[config.mk]
export PLATFORM = sky130hd
export DESIGN_NAME = hdr_done_sequencer
export DESIGN_NICKNAME = d
export VERILOG_FILES = /design/src/rtl/hdr_done_sequencer.sv
export SDC_FILE = /design/constraint.sdc
export NUM_CORES = 1
export LEC_CHECK = 0
export BUFFER_PORTS_ARGS = -buffer_cell sky130_fd_sc_hd__buf_2
export CELL_PAD_IN_SITES_DETAIL_PLACEMENT = 0
export CELL_PAD_IN_SITES_GLOBAL_PLACEMENT = 2
export CORE_MARGIN = 4
export CORE_UTILIZATION = 40
export CTS_CLUSTER_DIAMETER = 50
export DETAILED_ROUTE_END_ITERATION = 10
export GPL_TIMING_DRIVEN = 0
export PLACE_DENSITY = 0.75
export REMOVE_ABC_BUFFERS = 1
export SLEW_MARGIN = 15
export SYNTH_ARGS = -nofsm -noshare
export SYNTH_HDL_FRONTEND = slang
export SYNTH_SLANG_ARGS = --single-unit
export TNS_END_PERCENT = 1
[constraint.sdc]
create_clock -name memclk -period 3.24 [get_ports memclk]
set_input_delay 0.162 -clock memclk [delete_from_list [all_inputs] [get_ports memclk]]
set_output_delay 0.162 -clock memclk [all_outputs]
set_load 0.05 [all_outputs]
[src/rtl/hdr_done_sequencer.sv]
// rtl/hdr_done_sequencer.sv - bounded in-order issue/completion sequencer for the header accumulator
`timescale 1ns/1ps
module hdr_done_sequencer #(
    parameter int OUTSTANDING_BITS = 4,
    parameter int TIMEOUT_CYCLES   = 1000000,
    parameter int TIMEOUT_BITS     = 24
) (
    input  logic                        memclk,
    input  logic                        memrst,
    input  logic                        enable_i,
    input  logic                        clear_i,
    input  logic [12:0]                 s_addr_tdata,
    input  logic                        s_addr_tvalid,
    output logic                        s_addr_tready,
    output logic [15:0]                 m_done_tdata,
    output logic                        m_done_tvalid,
    input  logic                        m_done_tready,
    input  logic [23:0]                 s_cmpl_tdata,
    input  logic                        s_cmpl_tvalid,
    output logic                        s_cmpl_tready,
    output logic [23:0]                 m_ack_tdata,
    output logic                        m_ack_tvalid,
    input  logic                        m_ack_tready,
    output logic [OUTSTANDING_BITS:0]   outstanding_o,
    output logic [15:0]                 err_count_o,
    output logic                        order_err_o,
    output logic                        timeout_o
);
    localparam int MAX_OUTSTANDING = 2 ** OUTSTANDING_BITS;
    localparam logic [OUTSTANDING_BITS:0] MAX_OUT  = (OUTSTANDING_BITS + 1)'(MAX_OUTSTANDING);
    localparam logic [TIMEOUT_BITS-1:0]   TO_LIMIT = TIMEOUT_BITS'(TIMEOUT_CYCLES);
    localparam logic [TIMEOUT_BITS-1:0]   TO_LAST  = TIMEOUT_BITS'(TIMEOUT_CYCLES - 1);

    typedef enum logic [0:0] {ST_RUN, ST_HALT} state_t;
    state_t state, state_next;

    logic [12:0]                 tag_mem [MAX_OUTSTANDING];
    logic [OUTSTANDING_BITS-1:0] wr_ptr, rd_ptr;
    logic [OUTSTANDING_BITS:0]   outstanding;
    logic [TIMEOUT_BITS-1:0]     to_cnt;

    logic        addr_hs, cmpl_hs, fifo_empty, push, pop;
    logic        to_clear, timeout_fire, mismatch;
    logic [12:0] cmpl_addr, head_addr, ack_tag;
    logic [3:0]  cmpl_err;
    logic        unused_cmpl_bits;

    assign cmpl_addr        = s_cmpl_tdata[20:8];
    assign cmpl_err         = s_cmpl_tdata[3:0];
    assign unused_cmpl_bits = ^{s_cmpl_tdata[23:21], s_cmpl_tdata[7:4]};

    // Issue is gated on the registered count only; a completion in the same cycle gives no credit.
    assign s_addr_tready = !memrst && (state == ST_RUN) && enable_i &&
                           (outstanding < MAX_OUT) && (!m_done_tvalid || m_done_tready);
    // Completions keep draining in HALT so software can recover the pipeline.
    assign s_cmpl_tready = !memrst && (!m_ack_tvalid || m_ack_tready);

    assign addr_hs    = s_addr_tvalid && s_addr_tready;
    assign cmpl_hs    = s_cmpl_tvalid && s_cmpl_tready;
    assign fifo_empty = (outstanding == '0);
    assign push       = addr_hs;
    assign pop        = cmpl_hs && !fifo_empty;
    assign head_addr  = tag_mem[rd_ptr];
    assign mismatch   = fifo_empty || (head_addr != cmpl_addr);
    assign ack_tag    = fifo_empty ? cmpl_addr : head_addr;

    // Clear wins over a coincident timeout, so clear_i is folded into the counter clear term.
    assign to_clear     = clear_i || cmpl_hs || fifo_empty;
    assign timeout_fire = (state == ST_RUN) && !to_clear && (to_cnt == TO_LAST);

    assign outstanding_o = outstanding;

    // State register
    always_ff @(posedge memclk) begin
        if (memrst) state <= ST_RUN;
        else        state <= state_next;
    end

    // Next-state: halt on timeout, resume only when software clears
    always_comb begin
        state_next = state;
        case (state)
            ST_RUN:  if (timeout_fire) state_next = ST_HALT;
            ST_HALT: if (clear_i)      state_next = ST_RUN;
            default: state_next = ST_RUN;
        endcase
    end

    // Tag FIFO storage; contents are don't-care until written, pointers carry validity
    always_ff @(posedge memclk) begin
        if (push) tag_mem[wr_ptr] <= s_addr_tdata;
    end

    // Tag FIFO pointers and outstanding count
    always_ff @(posedge memclk) begin
        if (memrst) begin
            wr_ptr      <= '0;
            rd_ptr      <= '0;
            outstanding <= '0;
        end else begin
            if (push) wr_ptr <= wr_ptr + 1'b1;
            if (pop)  rd_ptr <= rd_ptr + 1'b1;
            case ({push, pop})
                2'b10:   outstanding <= outstanding + 1'b1;
                2'b01:   outstanding <= outstanding - 1'b1;
                default: outstanding <= outstanding;
            endcase
        end
    end

    // Done output register: holds the beat until accepted regardless of halt/enable
    always_ff @(posedge memclk) begin
        if (memrst) begin
            m_done_tvalid <= 1'b0;
            m_done_tdata  <= '0;
        end else if (addr_hs) begin
            m_done_tvalid <= 1'b1;
            m_done_tdata  <= {3'b000, s_addr_tdata};
        end else if (m_done_tready) begin
            m_done_tvalid <= 1'b0;
        end
    end

    // Ack output register carrying the expected tag, mismatch flag and error code
    always_ff @(posedge memclk) begin
        if (memrst) begin
            m_ack_tvalid <= 1'b0;
            m_ack_tdata  <= '0;
        end else if (cmpl_hs) begin
            m_ack_tvalid <= 1'b1;
            m_ack_tdata  <= {3'b000, ack_tag, 3'b000, mismatch, cmpl_err};
        end else if (m_ack_tready) begin
            m_ack_tvalid <= 1'b0;
        end
    end

    // Stall timer: counts cycles with work outstanding and no completion, saturating
    always_ff @(posedge memclk) begin
        if (memrst || to_clear)     to_cnt <= '0;
        else if (to_cnt != TO_LIMIT) to_cnt <= to_cnt + 1'b1;
    end

    // Sticky status; a new error event in the clear cycle is still recorded
    always_ff @(posedge memclk) begin
        if (memrst) begin
            err_count_o <= '0;
            order_err_o <= 1'b0;
            timeout_o   <= 1'b0;
        end else begin
            if (clear_i)
                err_count_o <= {15'd0, cmpl_hs && (cmpl_err != 4'd0)};
            else if (cmpl_hs && (cmpl_err != 4'd0) && (err_count_o != 16'hFFFF))
                err_count_o <= err_count_o + 16'd1;
            order_err_o <= (order_err_o && !clear_i) || (cmpl_hs && mismatch);
            timeout_o   <= (timeout_o && !clear_i) || timeout_fire;
        end
    end
endmodule

Word-level counts from Yosys, hierarchy flattened:

Memory sizes are Yosys's and may differ from the RTL's. A register that Yosys moved wholly into a read port is not among the register bits.
Index checks and enable logic that the tools add are counted.

* register bits after elaboration: 89
* bits in writable memories: 208
* bits of input ports: 45
* logic and storage cells: 79
* memories: 1

Memory list
* tag_mem: words 16, width 13, read ports 1, clocked after Yosys merged registers in 1, write ports 1, line 37 `logic [12:0] tag_mem [MAX_OUTSTANDING];`

* add/sub/neg operators: 6
* magnitude comparators: 1
* equality and inequality tests: 6
* mux-type cells: 15
* bitwise logic cells: 1
* reduce and logical (&&, ||, !) cells: 36

Operators with widths (count)
* 24-bit by 1-bit adder with 24-bit output, second input constant: 1
* 24-bit by 20-bit == test with 1-bit output, second input constant: 1
* 24-bit by 20-bit inequality test with 1-bit output, second input constant: 1
* 16-bit by 1-bit adder with 16-bit output, second input constant: 1
* 16-bit inequality test, second input constant: 1
* 1-bit logical AND: 15
* 13-bit two-way mux: 1
* 13-bit inequality test: 1
* 1-bit two-way mux: 10
* 5-bit one-hot mux with 2 select lines: 1
* 4-bit by 1-bit adder with 4-bit output, second input constant: 2
* 1-bit logical OR: 8
* 4-bit two-way mux: 2
* 2-bit nonzero test: 4
* 1-bit logical NOT: 6
* 5-bit by 1-bit adder with 5-bit output, second input constant: 1
* 5-bit logical NOT: 1
* 5-bit less-than comparator, second input constant: 1
* 5-bit by 1-bit subtractor with 5-bit output, second input constant: 1
* 4-bit nonzero test: 1
* 2-bit by 1-bit == test with 1-bit output, second input constant: 1
* 2-bit == test, second input constant: 1
* 1-bit one-hot mux with 2 select lines: 1
* 2-bit OR reduction: 1
* 1-bit inverter: 1

Depth between registers and ports, before layout:

Gate-level depths: netlist of the first run.

* depth in word-level cells: 11
* mapped depth: 15

Worst setup path before layout of the first run:

OpenSTA, ideal clock, no wires.

* path kind: flip-flop to flip-flop
* start: register m_done_tvalid
* end: register outstanding[4], in the netlist outstanding_o[4]
* setup time: 0.070 ns
* data arrival time: 4.538 ns
* required time: 3.170 ns
* slack: -1.368 ns
* cell stages (with the launch flop): 16
* clock period less this slack: 4.608 ns
* cells stage by stage: dfxtp_1 nor2b_1 nor4_1 and2_1 inv_1 clkbuf_1 ha_1 clkbuf_1 xor2_1 ha_1 o21ai_0 a21oi_1 a21oi_1 xor2_1 or3_1 a21oi_1

* longest elaborated chain between the ends: 6

RTL lines
* start: declaration: line 16 `output logic m_done_tvalid,`
* start signal: assignment: line 114 `m_done_tvalid <= 1'b0;`
* start signal: assignment: line 117 `m_done_tvalid <= 1'b1;`
* start signal: assignment: line 120 `m_done_tvalid <= 1'b0;`
* 1-bit logical NOT (*): line 54 `(outstanding < MAX_OUT) && (!m_done_tvalid || m_done_tready);`
* 1-bit logical OR (*): line 54
* 1-bit logical AND (*): line 54
* via s_addr_tready: line 14 `output logic s_addr_tready,`
* 1-bit logical AND (*): line 58 `assign addr_hs = s_addr_tvalid && s_addr_tready;`
* 2-bit by 1-bit == test with 1-bit output / 2-bit == test (equally long branches): line 103 `case ({push, pop})`
* 5-bit one-hot mux with 2 select lines / 2-bit nonzero test (equally long branches)
* end signal: assignment: line 104 `2'b10: outstanding <= outstanding + 1'b1;`
* end signal: assignment: line 105 `2'b01: outstanding <= outstanding - 1'b1;`
* end signal: assignment: line 106 `default: outstanding <= outstanding;`
* end: declaration: line 39 `logic [OUTSTANDING_BITS:0] outstanding;`

Mark *: on every way through the listed nets, which the timed path passes. The rest lies on a longest branch.
A chain may end at the register's enable or synchronous reset.

==> results.toml, run 1 <==
[logic_synthesis]
netlist_area_um2 = 12600
postSynth.asyncResetShare_pct = 0
synth.most_common_cell = "edfxtp_1"
yosys-top-cells-count = "208 x edfxtp_1, 93 x dfxtp_1, 83 x nand2_1"
synth_area_leader_cell = "edfxtp_1"
synth.distinct_cells = 61
synth-seq-area-share_pct = 64.1
synthFlopType = "edfxtp_1"
yosys.area.top_type_share_pct = 49.4
ys_seq_elements = 301
ys_warn_count = 0
netlist_instances = 928
avgSynthCellArea_um2 = 13.6
synth_edf_count = 208
yosys-top-cells-area = "edfxtp_1 49%, dfxtp_1 15%, mux4_2 6.4%"

[setup_path]
worst-path-max-fanout = 27
crit_path_max_incr_delay_ns = 0.51
required_ns = 3.60
path_cells = "buf_12, and2b_1, a22o_1, a211oi_1, xnor2_1, nand4_1, nor4_2, a21oi_1"
crit_type = "reg2reg"
start_kind = "flip-flop"
worstRegToRegCells = 8
crit_slowest_cell = "dfxtp_2"
r2r_end = "m_ack_tdata[4]$_SDFFE_PP0P_"
end_kind = "flip-flop"
r2r_setup_slack_ns = 0.25
crit_arrival_ns = 3.36

[timing]
tightest_slew_ns = 1.03
finalWorstPathRequiredPeriod_ns = 2.99
grt_setup_unrepaired = "true"
finClkSkew_ns = 0.0316
slew_headroom_pct = 31.1
fmax_ghz = 0.334
period_share_pct = 92.4
slew_viol_final = 0
finalHoldViolations = 0
whs_ns = 0.0152
setup_viol = 0
postLayoutSetupSlackWorst_ns = 0.248

[floorplanning]
core-area_um2 = 30900
initial_core_util_pct = 40.9
die_w_um = 186
fp.dieH_um = 186
num_rows = 64
io_pins = 112
die_area_um2 = 34500

[cts]
clkLatencyLatePin_ns = 0.52
htreeDepth = 2
cts_tree = "built"
cts_buffers = 37
clkTransAtPathRegs_ns = 0.06
cts_buffer_depth = 3
cts_root_buffer = "clkbuf_16"
cts_sinks = 301

[global_routing]
grt_max_degree = 52
grt-ovfl-total = 0
grt_pass1_wl_um = 45000
grtUsageTotal_pct = 17.1
antenna_found_initial = 2
grt_pass1_vias = 7499

[placement]
dp.cells = 1389
placed_area_um2 = 13700
place.gp.congestion = 0.755
hpwl_um = 19400
dpl_worst_slack_ns = -0.962
io_buffers = 95

[finish]
drive_gt1_share_pct = 23.5
stdcell_area_um2 = 15200
area_growth_pct = 19.9
layoutNonFillerInstCount = 1478
num_antenna_cells = 0
nNetsFinal = 1111

[drt]
drc = 0
drt_iter0_markers = 511
viasPerCell = 5.20
wl_um = 29900
first_pass_iters = 5
num_vias = 7690
wl_per_cell_um = 20.3
drtAntennaViolNets = 0

[worst_hold_path]
hold_path_startpoint = "m_done_tready"
worstHoldPathType = "in2reg"
min_to = "m_done_tvalid$_SDFFE_PP0P_"
worstHoldPathCells = 3

[pwr]
power_density_nw_per_um2 = 575
finalPower_w = 0.00872
leakagePower_nw = 5.19
ir_drop_uv = 351

[flow_run]
cap_violations = 0

[outcome]
status = "complete, no violations"
## worst max path at each step
stage | start | end | slack (ns)
4_1_cts | outstanding_o[1]$_SDFFE_PP0P_ | outstanding_o[4]$_SDFFE_PP0P_ | 0.02
3_5_place_dp | memrst | outstanding_o[4]$_SDFFE_PP0P_ | -0.96
5_1_grt | outstanding_o[4]$_SDFFE_PP0P_ | outstanding_o[4]$_SDFFE_PP0P_ | -0.007
6_report | flip-flop | m_ack_tdata[4]$_SDFFE_PP0P_ | 0.25
2_1_floorplan | m_done_tvalid$_SDFFE_PP0P_ | outstanding_o[4]$_SDFFE_PP0P_ | -1.67
3_3_place_gp | flip-flop | m_ack_tdata[4]$_SDFFE_PP0P_ | -2.25
## metrics by stage
step	TNS, ns	util (%)
floorplan	-200.57	-
finish	0	49.0
detailed placement	-7.05	44.2
CTS	0	48.8
global route	-0.00706	49.0
global placement	-262.67	43.1
## cells by family (layout without fill, tap and decap cells)
logic type / Yosys count / after routing / share of synthesized area, %
multiplexers: 96 / 96 / 11.7
buffers and inverters: 73 / 218 / 3.11
other: 1 / 9 / 0.0296
AND/OR/NAND/NOR: 287 / 288 / 11.0
flip-flops: 301 / 301 / 64.1
adder cells (fa/ha/maj): 12 / 12 / 1.19
AO/OA/AOI/OAI: 100 / 100 / 4.91
XOR/XNOR: 58 / 58 / 4.02
## power breakdown
part | internal, W | switching [W] | total [W]
registers | 0.00415 | 0.0000381 | 0.00419
clock network | 0.00237 | 0.00161 | 0.00398
logic | 0.000174 | 0.000383 | 0.000557
## sequential cells by signal, summed over array words and instances (netlist names), named ones only
| register | cells |
|---|---|
| order_err_o | 1 |
| timeout_o | 1 |
| state | 1 |
| m_done_tdata | 13 |
| wr_ptr | 4 |
| err_count_o | 16 |
| to_cnt | 24 |
| tag_mem | 208 |
| m_ack_tdata | 18 |
| m_done_tvalid | 1 |
| rd_ptr | 4 |
| m_ack_tvalid | 1 |
| outstanding_o | 5 |
## layout make-up
cell class / instances / area (um2)
fillers: 2722 / 15800
flip-flops and latches: 301 / 8120
multi-input cells: 563 / 4280
repair buffers: 137 / 1010
clock buffers: 47 / 995
well taps: 396 / 495
clock inverters: 20 / 208
inverters: 14 / 56.3
## layer usage
| metal | GRT usage, % | vias up | routed length [um] |
|---|---|---|---|
| met5 | 0 | - | 17 |
| met3 | 2.81 | 41 | 1380 |
| met4 | 4.58 | 4 | 533 |
| li1 | - | 3699 | - |
| met2 | 27.9 | 168 | 14400 |
| met1 | 24.1 | 3778 | 13600 |
## repair_timing
item / in CTS / in global routing
cloned: 1 / 0
hold buffers: 16 / 0
pin swaps: 1 / 0
gates resized for setup: 8 / 2
endpoints found under the setup margin: 4 / 3
buffers inserted: 2 / 3
endpoints found under the hold margin: 15 / 0
## layout by cell type, fill, tap and decap left out, drive strengths merged, types with 11 or more instances in the layout
cell         instances
edfxtp             208
buf                121
dfxtp               93
nand2               83
nor2                75
mux2i               53
clkbuf              47
a21oi               43
mux4                39
nand3               35
xor2                34
xnor2               24
o21ai               21
dlygate4sd3         16
inv                 14
nor3                14
nand2b              13
nand4               13
ha                  12
clkinv              12
and3                11
## worst max-delay path, delay by kind of cell, from the launching register on
| family | cells | cell delay, ns |
|---|---|---|
| AND/OR/NAND/NOR | 3 | 0.99 |
| AO/OA/AOI/OAI | 3 | 0.88 |
| XOR/XNOR | 1 | 0.20 |
| flip-flops | 1 | 0.51 |
| buffers and inverters | 1 | 0.24 |
Power figures use the tool's default switching activity.
==> inputs of run 2 (changes only) <==
--- a/config.mk
+++ b/config.mk
@@ -5,15 +5,15 @@
 export SDC_FILE = /design/constraint.sdc
 export NUM_CORES = 1
 export LEC_CHECK = 0
-export BUFFER_PORTS_ARGS = -buffer_cell sky130_fd_sc_hd__buf_2
 export CELL_PAD_IN_SITES_DETAIL_PLACEMENT = 0
 export CELL_PAD_IN_SITES_GLOBAL_PLACEMENT = 2
 export CORE_MARGIN = 4
 export CORE_UTILIZATION = 40
 export CTS_CLUSTER_DIAMETER = 50
 export DETAILED_ROUTE_END_ITERATION = 10
+export DONT_BUFFER_PORTS = 1
 export GPL_TIMING_DRIVEN = 0
-export PLACE_DENSITY = 0.75
+export PLACE_DENSITY = 0.71
 export REMOVE_ABC_BUFFERS = 1
 export SLEW_MARGIN = 15
 export SYNTH_ARGS = -nofsm -noshare
==> run 2 against run 1 <==
Utilization increased by 0.24 points. Wire length increased by 3.5%. Global-route usage rose by 0.79 points. Die area is the same. Worst setup slack worse by 0.062 ns. Non-clock buffer count decreased by 36. Power decreased by 1.7%. Register-to-register slack worse by 0.06 ns. Combinational power decreased by 25%. Via count fell by 0.95%. Hold slack improved by 0.024 ns. Flip-flop and latch count unchanged. Critical path type unchanged. Highest routed layer is now met4.
==> results.toml, run 2 (synthesized netlist as in run 1, its figures left out) <==
[outcome]
status = "complete, no violations"

[drt]
first_pass_iters = 5
num_vias = 7617
drt_iter0_markers = 390
wl_um = 31000
drtAntennaViolNets = 0
viasPerCell = 5.29
wl_per_cell_um = 21.5
drc = 0

[worst_hold_path]
hold_path_startpoint = "s_cmpl_tdata[20]"
worstHoldPathCells = 4
worstHoldPathType = "in2reg"
min_to = "order_err_o$_SDFF_PP0_"

[cts]
clkLatencyLatePin_ns = 0.52
clkTransAtPathRegs_ns = 0.06
cts_buffers = 37
cts_tree = "built"
cts_buffer_depth = 3
htreeDepth = 2
cts_root_buffer = "clkbuf_16"
cts_sinks = 301

[global_routing]
grt-ovfl-total = 0
grt_pass1_vias = 7771
grt_pass1_wl_um = 46900
grtUsageTotal_pct = 17.9
antenna_found_initial = 0
grt_max_degree = 52

[finish]
fillers = 2701
area_growth_pct = 20.4
nNetsFinal = 1075
reg_top3 = "tag_mem: 208 flops, to_cnt: 24 flops, m_ack_tdata: 18 flops"
multiInputGateArea_um2 = 4320
seqCellArea_um2 = 8130
layout_commonest_cell = "edfxtp_1"
regMostFlops = "tag_mem"
stdcell_area_um2 = 15200
num_antenna_cells = 0
final_cell_mix = "208 x edfxtp_1, 83 x dfxtp_1, 82 x nand2_1, 75 x dlygate4sd3_1, 60 x nor2_1"
drive_gt1_share_pct = 16.2
largest_reg_flops = 208

[setup_path]
crit_arrival_ns = 3.49
start_kind = "flip-flop"
worstRegToRegCells = 15
crit_type = "reg2reg"
r2r_end = "outstanding_o[4]$_SDFFE_PP0P_"
r2r_start = "m_done_tvalid$_SDFFE_PP0P_"
r2r_setup_slack_ns = 0.19
end_kind = "flip-flop"
worst-path-max-fanout = 9
required_ns = 3.68

[timing]
period_share_pct = 94.3
whs_ns = 0.0391
fmax_ghz = 0.327
finalWorstPathRequiredPeriod_ns = 3.05
finClkSkew_ns = 0.0165
slew_headroom_pct = 34.3
postLayoutSetupSlackWorst_ns = 0.186
finalHoldViolations = 0
slew_viol_final = 0
tightest_slew_ns = 0.982
setup_viol = 0

[floorplanning]
num_rows = 64
core-area_um2 = 30900
die_w_um = 186
io_pins = 112
fp.dieH_um = 186
initial_core_util_pct = 40.9
die_area_um2 = 34500

[pwr]
intPower_w = 0.00655
p_comb_share_pct = 4.9
p_sw_share_pct = 23.6
pwr-share-seq_pct = 50.3
ir_drop_uv = 353
leakagePower_nw = 5.01
power.share.clock_pct = 44.8
power.switching_w = 0.00202
power_density_nw_per_um2 = 563

[flow_run]
cap_violations = 0

[placement]
hpwl_um = 19500
placed_area_um2 = 13200
place.gp.congestion = 0.745
io_buffers = 0
dpl_worst_slack_ns = -1.73
## run 2: changes by cell type in the layout (fill, tap and decap cells not counted), moves of 3 or more
cell	previous run	this run
buf_2	95	0
clkinv_2	1	5
dlygate4sd3_1	16	75
clkinvlp_4	6	10
buf_8	13	10
nor3_2	4	1
dfxtp_1	89	83
nor3_4	0	3
clkbuf_1	8	3
buf_4	7	10
dfxtp_2	2	7
clkinv_4	8	2
## run 2: worst max-delay path, cell delays in order (launching register included)
cell	delay, ns
dfxtp_4	0.40
nor2b_1	0.17
nor4_2	0.21
buf_4	0.24
buf_4	0.16
and2_4	0.15
clkinvlp_4	0.12
ha_4	0.22
xor2_1	0.15
ha_1	0.21
o21ai_1	0.07
a21oi_1	0.18
a21oi_1	0.10
xor2_1	0.15
or3_1	0.31
a21oi_1	0.13
## run 2: worst max path at each step
stage | cells after the start | slack, ns | end | start
after detailed placement | 13 | -1.73 | outstanding_o[4]$_SDFFE_PP0P_ | m_ack_tvalid$_SDFFE_PP0P_
after global routing | 15 | -0.02 | outstanding_o[4]$_SDFFE_PP0P_ | m_done_tvalid$_SDFFE_PP0P_
after CTS | 13 | -0.11 | outstanding_o[4]$_SDFFE_PP0P_ | m_ack_tvalid$_SDFFE_PP0P_
final | 15 | 0.19 | outstanding_o[4]$_SDFFE_PP0P_ | m_done_tvalid$_SDFFE_PP0P_
after floorplan | 13 | -1.67 | outstanding_o[4]$_SDFFE_PP0P_ | m_done_tvalid$_SDFFE_PP0P_
after global placement | 13 | -3.24 | outstanding_o[4]$_SDFFE_PP0P_ | m_done_tvalid$_SDFFE_PP0P_
## run 2: cell type report
cell class	instances	area share [%]
tap	396	3.25
inverter	14	0.370
timing repair buffer	101	7.07
multi-input combinational	563	28.4
sequential	301	53.4
clock inverter	25	1.35
clock buffer	41	6.24
## run 2: through the flow
stage / util [%] / cells / setup TNS (ns) / power, W
6_report: 49.3 / 1441 / 0 / 0.00857
5_1_grt: 49.3 / 1441 / -0.0157 / 0.00889
4_1_cts: 49.1 / 1439 / -0.115 / 0.00867
3_5_place_dp: 42.7 / 1296 / -32.17 / 0.00469
3_3_place_gp: 41.5 / 1273 / -626.94 / 0.00468
2_1_floorplan: - / 877 / -200.57 / 0.00459
## run 2: layer usage
metal | up-vias | part of all wire, % | track usage, %
li1 | 3618 | - | -
met1 | 3802 | 45 | 24.4
met2 | 164 | 49 | 30.0
met3 | 33 | 4.4 | 3.22
met4 | 0 | 1.7 | 4.61
met5 | - | 0 | 0
## run 2: power by group through the flow
stage               sequential [W]  clock (W)  combinational (W)
global route               0.00432    0.00412           0.000457
detailed placement         0.00440          0           0.000297
finish                     0.00431    0.00384           0.000416
global placement           0.00440          0           0.000285
CTS                        0.00432    0.00394           0.000414
floorplan                  0.00438          0           0.000215
## run 2: what timing repair did
action,4_1_cts,5_1_grt
pin swaps,1,2
cloned,1,0
setup endpoints to repair,137,4
gates resized for setup,15,12
hold buffers,74,1
endpoints found under the hold margin,262,5
setup buffers,2,1
==> inputs of run 3 (changes only) <==
--- a/config.mk
+++ b/config.mk
@@ -7,14 +7,13 @@
 export LEC_CHECK = 0
 export CELL_PAD_IN_SITES_DETAIL_PLACEMENT = 0
 export CELL_PAD_IN_SITES_GLOBAL_PLACEMENT = 2
-export CORE_MARGIN = 4
+export CORE_MARGIN = 10
 export CORE_UTILIZATION = 40
 export CTS_CLUSTER_DIAMETER = 50
 export DETAILED_ROUTE_END_ITERATION = 10
 export DONT_BUFFER_PORTS = 1
 export GPL_TIMING_DRIVEN = 0
 export PLACE_DENSITY = 0.71
-export REMOVE_ABC_BUFFERS = 1
 export SLEW_MARGIN = 15
 export SYNTH_ARGS = -nofsm -noshare
 export SYNTH_HDL_FRONTEND = slang
==> constraint.sdc (replaced) <==
create_clock -name memclk -period 3.1 [get_ports memclk]
set_input_delay 0.155 -clock memclk [delete_from_list [all_inputs] [get_ports memclk]]
set_output_delay 0.155 -clock memclk [all_outputs]
set_load 0.05 [all_outputs]
==> run 3 against run 2 <==
Critical path depth decreased by 3. Maximum frequency increased by 1.2%. Highest routed layer unchanged. Utilization decreased by 0.48 points.
==> results.toml, run 3 (synthesized netlist as in run 1, its figures left out) <==
[worst_hold_path]
worstHoldPathType = "in2reg"
worstHoldPathCells = 3

[finish]
reg_top3 = "tag_mem: 208 flops, to_cnt: 24 flops, m_ack_tdata: 18 flops"
regMostFlops = "tag_mem"
area_growth_pct = 21.1
layout_commonest_cell = "edfxtp_1"
final_cell_mix = "208 x edfxtp_1, 86 x dfxtp_1, 79 x nand2_1, 60 x nor2_1, 52 x mux2i_1"
post-route-util_pct = 48.8
layoutNonFillerInstCount = 1467
stdcell_area_um2 = 15300
drive_gt1_share_pct = 18.7
nNetsFinal = 1092
largest_reg_flops = 208

[setup_path]
worst-path-max-fanout = 9
required_ns = 3.54
r2r_end = "outstanding_o[4]$_SDFFE_PP0P_"
crit_path_start = "outstanding_o[4]$_SDFFE_PP0P_"
start_kind = "flip-flop"
crit_arrival_ns = 3.46
worstRegToRegCells = 12
r2r_start = "outstanding_o[4]$_SDFFE_PP0P_"
crit_type = "reg2reg"
end_kind = "flip-flop"
critPathCapture = "outstanding_o[4]$_SDFFE_PP0P_"
r2r_setup_slack_ns = 0.08

[pwr]
p_comb_share_pct = 4.9
power.share.clock_pct = 47.1
power_density_nw_per_um2 = 612
p_sw_share_pct = 22.7
power.switching_w = 0.00213
leakagePower_nw = 5.03
ir_drop_uv = 392
intPower_w = 0.00724
pwr-share-seq_pct = 48.0

[drt]
wl_um = 33700
viasPerCell = 5.26
wl_per_cell_um = 23.0
num_vias = 7722
drc = 0
drtAntennaViolNets = 0
first_pass_iters = 7
drt_iter0_markers = 500

[cts]
cts_root_buffer = "clkbuf_16"
htreeDepth = 2
clkTransAtPathRegs_ns = 0.05
cts_tree = "built"
cts_buffers = 39
clkLatencyLatePin_ns = 0.52
cts_buffer_depth = 3
cts_sinks = 301

[global_routing]
grt_max_degree = 18
grt_pass1_vias = 7819
grtUsageTotal_pct = 17.3
grt_pass1_wl_um = 50400
antenna_found_initial = 1
grt-ovfl-total = 0

[placement]
hpwl_um = 23800
place.gp.congestion = 0.779
placed_area_um2 = 13500
io_buffers = 0
dpl_worst_slack_ns = -0.755
dp.cells = 1357

[timing]
slew_headroom_pct = 45.8
finClkSkew_ns = 0.0197
finalHoldViolations = 0
grt_setup_unrepaired = "true"
slew_viol_final = 0
finalWorstPathRequiredPeriod_ns = 3.02
tightest_slew_ns = 0.813
whs_ns = 0.0373
postLayoutSetupSlackWorst_ns = 0.0831
setup_viol = 0
period_share_pct = 97.3
fmax_ghz = 0.331

[floorplanning]
num_rows = 65
die_area_um2 = 39100
io_pins = 112
core-area_um2 = 31400
die_w_um = 198
fp.dieH_um = 198
initial_core_util_pct = 40.3

[outcome]
status = "complete, no violations"

[flow_run]
cap_violations = 0
-- run 3: cell count changes in the layout (fill, tap and decap cells not counted), moves of 5 or more --
cell | before | now
buf_6 | 3 | 13
nor2_4 | 2 | 10
clkbuf_1 | 3 | 31
dlygate4sd3_1 | 75 | 36
clkinvlp_4 | 10 | 5
buf_4 | 10 | 21
nor2_2 | 13 | 5
buf_2 | 0 | 11
-- run 3: power by group through the flow --
stage | clock [W] | sequential (W) | combinational [W]
floorplan | 0 | 0.00456 | 0.000276
global placement | 0 | 0.00458 | 0.000371
detailed placement | 0 | 0.00458 | 0.000375
CTS | 0.00451 | 0.00450 | 0.000464
global route | 0.00468 | 0.00450 | 0.000508
finish | 0.00441 | 0.00450 | 0.000463
-- run 3: repair_timing --
action	in CTS	in global routing
pin swaps	6	6
hold buffers	36	0
gates resized for setup	24	14
hold endpoints to repair	243	0
setup endpoints to repair	153	104
buffers inserted	5	0
-- run 3: layout make-up --
cell class,count,area (um2)
Multi-Input combinational cell,562,4390
Antenna cell,1,2.50
Sequential cell,301,8120
Timing Repair Buffer,60,639
Inverter,14,60.1
Tap cell,402,503
Fill cell,2777,16100
Clock inverter,18,214
Buffer,57,340
Clock buffer,52,1050
-- run 3: per-layer routing --
| layer | vias to the layer above | global-route usage [%] | wire length [um] |
|---|---|---|---|
| li1 | 3659 | - | - |
| met1 | 3867 | 22.6 | 14700 |
| met2 | 151 | 28.7 | 16700 |
| met4 | 0 | 4.44 | 640 |
| met5 | - | 0 | 0 |
| met3 | 45 | 3.58 | 1630 |
-- run 3: metrics by stage --
stage | setup TNS, ns | total power, W
after global placement | -203.85 | 0.00496
after global routing | -0.152 | 0.00969
after CTS | -0.511 | 0.00948
final | 0 | 0.00937
after detailed placement | -20.38 | 0.00496
after floorplan | -2.07 | 0.00484
-- run 3: how the worst min path moves through the flow --
stage	from	end	slack, ns
after global routing	s_cmpl_tdata[10]	order_err_o$_SDFF_PP0_	0.07
after floorplan	s_addr_tdata[0]	tag_mem[0][0]$_DFFE_PP_	0.25
after global placement	s_addr_tdata[5]	tag_mem[14][5]$_DFFE_PP_	0.26
after CTS	s_cmpl_tdata[10]	order_err_o$_SDFF_PP0_	0.02
after detailed placement	s_addr_tdata[9]	tag_mem[11][9]$_DFFE_PP_	0.26
final	s_cmpl_tvalid	m_ack_tdata[13]$_SDFFE_PP0P_	0.04
-- run 3: critical path: stages (launching register included) --
cell and delay [ns]:
dfxtp_4 0.42, nor4_4 0.74, and2_4 0.35, inv_8 0.04, ha_4 0.19, xor2_1 0.15, ha_2 0.19, o21ai_1 0.11
a21oi_1 0.08, a21oi_1 0.17, xor2_1 0.09, or3_1 0.30, a21oi_1 0.11
